### src/rtl/dsm_param_mod.sv
// Parametrised delta-sigma modulator: 1st/2nd-order loop, 2/3-level quantiser,
// LFSR dither, sample handshake with oversampling counter, sticky status.
module dsm_param_mod #(
   parameter int          W         = 15,
   parameter int          OSR       = 64,
   parameter int          AW        = W + 4,
   parameter int          DITH_BITS = 4,
   parameter logic [15:0] LFSR_SEED = 16'hACE1
) (
   input  logic         clock,
   input  logic         reset,
   input  logic         enable,
   input  logic         order2,
   input  logic         three_level,
   input  logic         dith_en,
   input  logic         clear_status,
   input  logic [W-1:0] vin,
   input  logic         vin_valid,
   output logic         vin_ready,
   output logic [1:0]   pwm,
   output logic         overload,
   output logic         underrun
);

   localparam int SW = AW + 2;
   localparam int CW = (OSR > 1) ? $clog2(OSR) : 1;

   localparam logic signed [SW-1:0] VREF = SW'(2 ** (W - 2));
   localparam logic signed [SW-1:0] VNEG = -VREF;
   localparam logic signed [SW-1:0] TH   = SW'(2 ** (W - 3));
   localparam logic signed [SW-1:0] THN  = -TH;
   localparam logic signed [SW-1:0] IMAX = SW'(2 ** (AW - 1) - 1);
   localparam logic signed [SW-1:0] IMIN = -IMAX;
   localparam logic [15:0]          MASK = 16'hB400;

   localparam logic [0:0] IDLE = 1'b0;
   localparam logic [0:0] RUN  = 1'b1;

   logic [0:0]           state_q, state_d;
   logic [CW-1:0]        cnt_q, cnt_d;
   logic [W-1:0]         x_q, x_d;
   logic signed [AW-1:0] i1_q, i1_d;
   logic signed [AW-1:0] i2_q, i2_d;
   logic [1:0]           pwm_q, pwm_d;
   logic [15:0]          lfsr_q, lfsr_d;
   logic                 ovl_q, ovl_d;
   logic                 unr_q, unr_d;

   logic signed [SW-1:0] x_s, i1_s, i2_s, fb_s, d_s;
   logic signed [SW-1:0] sum1, sum2, q_s;
   logic signed [AW-1:0] sat1, sat2;
   logic                 clip1, clip2, wrap, accept;
   logic [1:0]           qpwm;
   logic [15:0]          lfsr_nxt;

   assign x_s  = SW'(signed'(x_q));
   assign i1_s = SW'(i1_q);
   assign i2_s = SW'(i2_q);
   assign d_s  = dith_en ? SW'(signed'(lfsr_q[15:16-DITH_BITS])) : '0;

   always_comb begin
      fb_s = '0;
      if (pwm_q == 2'b01) fb_s = VREF;
      else if (pwm_q == 2'b11) fb_s = VNEG;
   end

   assign sum1  = i1_s + x_s - fb_s;
   assign sum2  = i2_s + i1_s - fb_s;
   assign clip1 = (sum1 > IMAX) || (sum1 < IMIN);
   assign clip2 = (sum2 > IMAX) || (sum2 < IMIN);

   always_comb begin
      sat1 = sum1[AW-1:0];
      if (sum1 > IMAX) sat1 = IMAX[AW-1:0];
      else if (sum1 < IMIN) sat1 = IMIN[AW-1:0];
      sat2 = sum2[AW-1:0];
      if (sum2 > IMAX) sat2 = IMAX[AW-1:0];
      else if (sum2 < IMIN) sat2 = IMIN[AW-1:0];
   end

   assign q_s = (order2 ? i2_s : i1_s) + d_s;

   always_comb begin
      qpwm = 2'b00;
      if (three_level) begin
         if (q_s > TH) qpwm = 2'b01;
         else if (q_s < THN) qpwm = 2'b11;
      end else begin
         qpwm = q_s[SW-1] ? 2'b11 : 2'b01;
      end
   end

   assign lfsr_nxt  = {1'b0, lfsr_q[15:1]} ^ (lfsr_q[0] ? MASK : 16'h0000);
   assign wrap      = (cnt_q == CW'(OSR - 1));
   assign vin_ready = ~reset & enable & ((state_q == IDLE) | wrap);
   assign accept    = vin_valid & vin_ready;

   always_comb begin
      state_d = state_q;
      cnt_d   = cnt_q;
      x_d     = x_q;
      i1_d    = i1_q;
      i2_d    = i2_q;
      pwm_d   = pwm_q;
      lfsr_d  = lfsr_q;
      ovl_d   = ovl_q & ~clear_status;
      unr_d   = unr_q & ~clear_status;
      if (state_q == IDLE || !enable) begin
         pwm_d   = 2'b00;
         i1_d    = '0;
         i2_d    = '0;
         cnt_d   = '0;
         state_d = IDLE;
         if (state_q == IDLE && accept) begin
            x_d     = vin;
            state_d = RUN;
         end
      end else begin
         cnt_d  = wrap ? '0 : cnt_q + CW'(1);
         i1_d   = sat1;
         pwm_d  = qpwm;
         lfsr_d = lfsr_nxt;
         if (accept) x_d = vin;
         if (wrap && !accept) unr_d = 1'b1;
         // i2 freezes in 1st-order mode so it can resume later
         if (order2) i2_d = sat2;
         if (clip1 || (order2 && clip2)) ovl_d = 1'b1;
      end
   end

   always_ff @(posedge clock) begin
      if (reset) begin
         state_q <= IDLE;
         cnt_q   <= '0;
         x_q     <= '0;
         i1_q    <= '0;
         i2_q    <= '0;
         pwm_q   <= 2'b00;
         lfsr_q  <= LFSR_SEED;
         ovl_q   <= 1'b0;
         unr_q   <= 1'b0;
      end else begin
         state_q <= state_d;
         cnt_q   <= cnt_d;
         x_q     <= x_d;
         i1_q    <= i1_d;
         i2_q    <= i2_d;
         pwm_q   <= pwm_d;
         lfsr_q  <= lfsr_d;
         ovl_q   <= ovl_d;
         unr_q   <= unr_d;
      end
   end

   assign pwm      = pwm_q;
   assign overload = ovl_q;
   assign underrun = unr_q;

endmodule

### config.mk
export PLATFORM = sky130hd
export DESIGN_NAME = dsm_param_mod
export DESIGN_NICKNAME = d
export VERILOG_FILES = /design/src/rtl/dsm_param_mod.sv
export SDC_FILE = /design/constraint.sdc
export NUM_CORES = 1
export LEC_CHECK = 0
export ABC_AREA = 0
export CAP_MARGIN = 10
export CORE_ASPECT_RATIO = 1.4
export CORE_MARGIN = 2
export CORE_UTILIZATION = 40
export DETAILED_ROUTE_END_ITERATION = 6
export GPL_TIMING_DRIVEN = 0
export PLACE_DENSITY = 0.53
export SLEW_MARGIN = 20
export SYNTH_ARGS = -nofsm -noshare
export SYNTH_HDL_FRONTEND = slang
export SYNTH_SLANG_ARGS = --single-unit
### constraint.sdc
create_clock -name clock -period 6.63 [get_ports clock]
set_input_delay 1.326 -clock clock [delete_from_list [all_inputs] [get_ports clock]]
set_output_delay 1.326 -clock clock [all_outputs]
set_load 0.05 [all_outputs]
-- Word-level counts from Yosys, hierarchy flattened
Index checks and enable logic that the tools add are counted.
- bits in registers: 80
- input bits: 23
- output and inout bits: 5
- word-level logic and storage cells: 71
- add/subtract/negate cells: 6
- magnitude comparators: 6
- equal/unequal tests: 4
- multiplexer cells: 21
- bitwise logic cells: 10
- reduce and logical (&&, ||, !) cells: 14
- operator list (cell ; number):
    21-bit two-way mux ; 4
    19-bit two-way mux ; 3
    15-bit two-way mux ; 3
    21-bit by 19-bit > comparator with 1-bit output (second input constant) ; 2
    21-bit by 19-bit less-than comparator with 1-bit output (second input constant) ; 2
    20-bit by 21-bit subtractor with 21-bit output ; 2
    21-bit adder ; 1
    21-bit by 14-bit > comparator with 1-bit output (second input constant) ; 1
    21-bit by 13-bit less-than comparator with 1-bit output (second input constant) ; 1
    19-bit by 15-bit adder with 20-bit output ; 1
    19-bit by 19-bit adder with 20-bit output ; 1
    18-bit two-way mux ; 1
    16-bit two-way mux ; 1
    15-bit by 16-bit XOR with 16-bit output ; 1
    2-bit two-way mux ; 4
    6-bit by 1-bit adder with 6-bit output (second input constant) ; 1
    6-bit == test (second input constant) ; 1
    3-bit OR reduction ; 2
    1-bit AND ; 5
    1-bit two-way mux ; 5
    1-bit logical OR ; 4
    1-bit logical AND ; 3
    1-bit inverter ; 3
    2-bit by 1-bit == test with 1-bit output (second input constant) ; 1
    7 further kinds ; 8

-- Logic depth before layout (Yosys ltp)
Gate-level depths: netlist (run 1).
- word-level depth: 10
- gate-level depth with buffers: 16
- depth with buffers taken out: 15

-- Worst setup path before layout (run 1)
Ideal clock, no wire load.
- path type: in2reg
- start: input order2
- end: register pwm_q[0], in the netlist pwm[0]
- library setup time: 135 ps
- arrival time: 4604 ps
- required time: 6495 ps
- slack: 1890 ps
- stages: 13
- path buffers: 1
- cells stage by stage: clkbuf_1 mux2_2 ha_1 fa_1 a21oi_1 o211ai_1 o211ai_2 a211oi_1 a2111oi_2 o21ai_1 or3_1 a2111oi_0 a31oi_1
- cells in the longest elaborated chain, start to end: 6
- elaborated cells on any way between the ends: 7
- those cells by class: add/sub (1); order compare (2); mux (4)
- RTL lines (what ; line ; RTL):
    start, declared ; 13 ; input logic order2,
    21-bit two-way mux * ; 81 ; assign q_s = (order2 ? i2_s : i1_s) + d_s;
    21-bit adder * ; 81 ;
    21-bit by 13-bit less-than comparator with 1-bit output ; 87 ; else if (q_s < THN) qpwm = 2'b11;
    2-bit two-way mux ; 87 ;
    2-bit two-way mux * ; 86 ; if (q_s > TH) qpwm = 2'b01;
    2-bit two-way mux * ; 85 ; if (three_level) begin
    end signal, assigned ; 148 ; pwm_q <= pwm_d;
    end, declared ; 44 ; logic [1:0] pwm_q, pwm_d;
Mark *: on every way between the ends. The rest lies on a longest branch, timed or not.
A chain may end at the register's enable or synchronous reset.

-- Worst setup path in the final report (run 1)
Same ends and word-level chain as after synthesis.

==> impl_summary.md, run 1 <==
Run status
The flow ran to the end, and the final reports show no timing, DRC or antenna violations.

GRT
The number of global-route vias before repair is 6,257. The initial antenna violation count is 0. For this run the aggregate overflow at the end of global routing stands at 0. The global-route usage over all layers is 19.99%.

The wire length of the first global-routing pass is 30.72 mm. The maximum number of pins on one net before global-route repair is 17.

Placed design
The detailed-placement wirelength estimate is 15.18 mm. Once placement finished, the instance area stood at 0.007809 mm2. Timing analysis after detailed placement gives a worst setup slack of 694.9 ps.

The global placer's final weighted congestion is 0.8663. In this run the tool buffered the top-level ports with 26 buffer cells.

Power
For this design the static power due to leakage is 3.669 nW. The power density over the cells is 232.1 mW/mm2. In this run switching power makes up 41.17% of total power.

The worst IR drop on VDD is 0.1450 mV. The internal cell power is 0.001103 W. The register share of total power is 26.6%. Combinational logic is responsible for 48.6% of the overall power. In this run the power spent charging and discharging nets is 0.0007720 W. The share of total power dissipated in the clock network is 24.8%.

STA
Based on the critical path, the design can be clocked at up to 179.6 MHz. The minimum clock period after layout is 5568 ps. The accumulated negative setup slack is 0 ps. The tightest hold margin is 449.1 ps. The minimum setup slack in the final design is 1062 ps.

The worst-margin pin slew is 892.7 ps. The final period utilization is 83.98%. The max-slew violation count is 0.

The number of hold-slack violations in the final timing report came to 0. The worst pin sits at a relative slew slack of 40.26%. The count of endpoints failing setup in the final report is 0. On the final layout, the worst clock skew is 9.757 ps.

Setup repair after global routing left no endpoint under its margin.

Clocking
In this run the clock root is driven by a sky130_fd_sc_hd__clkbuf_16. The maximum clock path buffer count is 2. The clock net in this run drives a total of 80 sinks. The number of buffers created by CTS is 9.

The CTS clock-pin slew for the worst setup and hold paths is 60 ps. The later-pin clock latency in the skew report is 340 ps. The buffer count from post-CTS setup fixing is 0. The H-tree depth reported by CTS is 3. The number of hold buffers added after CTS was 0. The number of instances resized during post-cts repair is 0. TritonCTS built the clock tree.

Setup path
The worst setup path is captured at a register. The count of buffer and inverter cells on the critical path is 2. STA classifies the critical path startpoint as an input pin.

The cell family contributing the most delay on the critical path is compound AO/OA/AOI/OAI gates. The required time at the endpoint of the critical path is 6840 ps. Walking the worst path, the cells encountered are clkdlybuf4s50_1 -> clkbuf_1 -> mux2_2 -> ha_1 -> fa_1 -> a21oi_1 -> o211ai_1 -> o211ai_2 -> a211oi_1 -> a2111oi_2 -> o21ai_1 -> or3_1 -> a2111oi_0 -> a31oi_1. For the worst setup path, the data arrival time is 5780 ps. The start point of the critical path is order2. For this design, the slowest cell found on the critical path is sky130_fd_sc_hd__clkdlybuf4s50_1. The startpoint-to-endpoint class of the critical path is in2reg. On the worst path, the slowest cell contributes a delay of 590 ps. Along the worst path, the maximum fanout reaches 10.

The startpoint identified for the worst register-to-register timing path is pwm[0]$_SDFF_PP0_.

Routing
The DRC violation count after routing is 0. The vias after detailed routing is 6,434. The average wire length per cell after detail routing is 15.28 um. The total wire length after detailed routing is 18.47 mm. The mean number of vias per cell is 5.322.

The remaining antenna violation count is 0. The first-pass iteration count of the detailed router is 5. In this run, the number of DRC markers left after iteration 0 of detailed routing was 306.

Layout
The share of post-route cells with drive strength above 1 is 6.605%. Relative to the synthesized area, the layout overhead comes to 11.48%. The number of diodes is 0. In the final design database the tool counted 1,085 nets. After routing the design area is 0.008080 mm2.

Synthesis
The most instantiated library cell after synthesis is sky130_fd_sc_hd__inv_1. The summed instance area of the synthesized netlist is 0.007248 mm2. For this run, the register share of the synthesized area comes to 22.10%. Counting every instance in the synthesized netlist gives 928. After synthesis, the share of flip-flops with an asynchronous set or reset is 0%. The cell taking the most area after synthesis is sky130_fd_sc_hd__dfxtp_1. The count of different cell masters after synthesis is 77. The area share of the largest cell type after synthesis is 22.10%. Dividing the synthesized area by the synthesized cell count gives 7.811 um2.

Counting flops and latches in the post-synthesis netlist gives 80. The number of nets in the synthesized netlist is 1,048. After synthesis, the cell types taking the most area are sky130_fd_sc_hd__dfxtp_1 (22%), sky130_fd_sc_hd__ha_1 (15%), sky130_fd_sc_hd__inv_1 (6.9%).

Counting instances in the post-synthesis netlist gives the leading cell types as sky130_fd_sc_hd__inv_1 (133), sky130_fd_sc_hd__nand2_1 (89), sky130_fd_sc_hd__ha_1 (84), sky130_fd_sc_hd__dfxtp_1 (80), sky130_fd_sc_hd__a21oi_1 (70). The number of enable flip-flop cells after synthesis is 0. The most used flip-flop cell after synthesis is sky130_fd_sc_hd__dfxtp_1.

The number of warnings printed during yosys synthesis is 0.

Floorplanning
The initial core utilization is 40.60%. The number of cell rows is 58. The height of the die is 163.3 um. The die covers 0.01923 mm2.

The number of top-level pins is 28. The die is 117.8 um wide. In this run the standard cell core region covers 0.01785 mm2.

Worst hold path
The path category of the worst min-delay check is reg2reg. The worst hold path begins at cnt_q[0]$_SDFF_PP0_.

Flow run
Max-cap violations in this run came to 0.
-- power groups by stage --
stage,Clock [W],Sequential [W],Combinational [W]
2_1_floorplan,0,0.000509,0.000689
3_3_place_gp,0,0.000510,0.000906
3_5_place_dp,0,0.000510,0.000905
4_1_cts,0.000484,0.000499,0.000911
5_1_grt,0.000501,0.000500,0.00102
6_report,0.000466,0.000499,0.000911
-- layout make-up --
type | count | area (um2)
repair buffers | 26 | 260.3
clock buffers | 9 | 225.2
clock inverters | 6 | 46.29
inverters | 133 | 499.2
plain buffers | 32 | 138.9
flip-flops and latches | 80 | 1602
well taps | 240 | 300.3
multi-input cells | 683 | 5009
fillers | 1879 | 9772
-- registers in the layout (all words and copies together) (netlist names) --
signal and count:
i1_q 19, lfsr_q 16, overload 1, state_q 1, cnt_q 6, underrun 1, i2_q 19, x_q 15
pwm 2
-- worst paths after layout --
path                              end  slack, ps  cells past startpoint
setup / recovery    pwm[0]$_SDFF_PP0_       1060                     14
hold reg to reg   cnt_q[0]$_SDFF_PP0_        450                      1
hold / removal    cnt_q[0]$_SDFF_PP0_        450                      1
setup reg to reg  overload$_SDFF_PP0_       2060                     15
-- placed cells by master, fill, tap and decap left out, types with 5 or more instances in the layout --
cell type / count
sky130_fd_sc_hd__a31oi_1: 9
sky130_fd_sc_hd__o221a_2: 10
sky130_fd_sc_hd__nor2b_1: 5
sky130_fd_sc_hd__nor3b_1: 5
sky130_fd_sc_hd__o21ai_1: 5
sky130_fd_sc_hd__clkbuf_1: 27
sky130_fd_sc_hd__a31o_2: 5
sky130_fd_sc_hd__nand2b_1: 16
sky130_fd_sc_hd__o2111ai_1: 5
sky130_fd_sc_hd__xnor2_1: 27
sky130_fd_sc_hd__and2_1: 6
sky130_fd_sc_hd__o21ai_2: 9
sky130_fd_sc_hd__o21a_1: 12
sky130_fd_sc_hd__mux2i_1: 20
sky130_fd_sc_hd__and3_1: 9
sky130_fd_sc_hd__xor2_1: 20
sky130_fd_sc_hd__o211ai_1: 8
sky130_fd_sc_hd__a211oi_1: 5
sky130_fd_sc_hd__o211a_1: 5
sky130_fd_sc_hd__clkbuf_16: 9
sky130_fd_sc_hd__dfxtp_1: 80
sky130_fd_sc_hd__o31ai_1: 7
sky130_fd_sc_hd__clkdlybuf4s50_1: 26
sky130_fd_sc_hd__nor3_1: 8
sky130_fd_sc_hd__a21oi_1: 70
sky130_fd_sc_hd__fa_1: 13
sky130_fd_sc_hd__nor2_1: 61
sky130_fd_sc_hd__o21ai_0: 62
sky130_fd_sc_hd__nand4_1: 8
sky130_fd_sc_hd__nand3b_1: 8
sky130_fd_sc_hd__inv_1: 133
sky130_fd_sc_hd__nand3_1: 11
sky130_fd_sc_hd__nand2_1: 89
sky130_fd_sc_hd__a21o_1: 10
sky130_fd_sc_hd__ha_1: 84
-- kinds of logic (layout without fill, tap and decap cells) --
family,count (synthesis),after routing,synth area share [%]
and+or+nand+nor,252,252,17.42
buffers and inverters,165,206,8.804
adders and majority gates,98,98,18.23
muxes,21,21,2.917
AOI/OAI and AO/OA,265,265,24.86
xor gates and xnor gates,47,47,5.679
DFF,80,80,22.10
-- layer usage --
metal	up-vias	part of all wire (%)	GRT usage, %
met1	2977	43	23.43
li1	3320	-	-
met5	-	0	0
met2	98	50	36.07
met4	0	4.0	9.584
met3	39	2.4	2.444
-- metrics by stage --
stage          total power, W  cells  util, %
2_1_floorplan        0.001197    928        -
3_3_place_gp         0.001415   1194    43.74
3_5_place_dp         0.001415   1194    43.74
4_1_cts              0.001894   1209    45.26
5_1_grt              0.002017   1209    45.26
6_report             0.001875   1209    45.26
No activity file was read; power rests on OpenSTA's default activity.
==> run 2, diff against run 1 <==
clock period = 5.83 ns   (was 6.63 ns; I/O delays follow)
==> results of run 2 <==
Same layout as run 1 (identical final DEF). Status: completed.
Among the figures that moved: setup slack after placement 694.9 ps -> 54.94 ps; setup slack after layout 1062 ps -> 422.2 ps; register-to-register setup slack 2060 ps -> 1260 ps; total power 0.001875 W -> 0.002133 W; worst IR drop on VDD 0.1450 mV -> 0.1649 mV
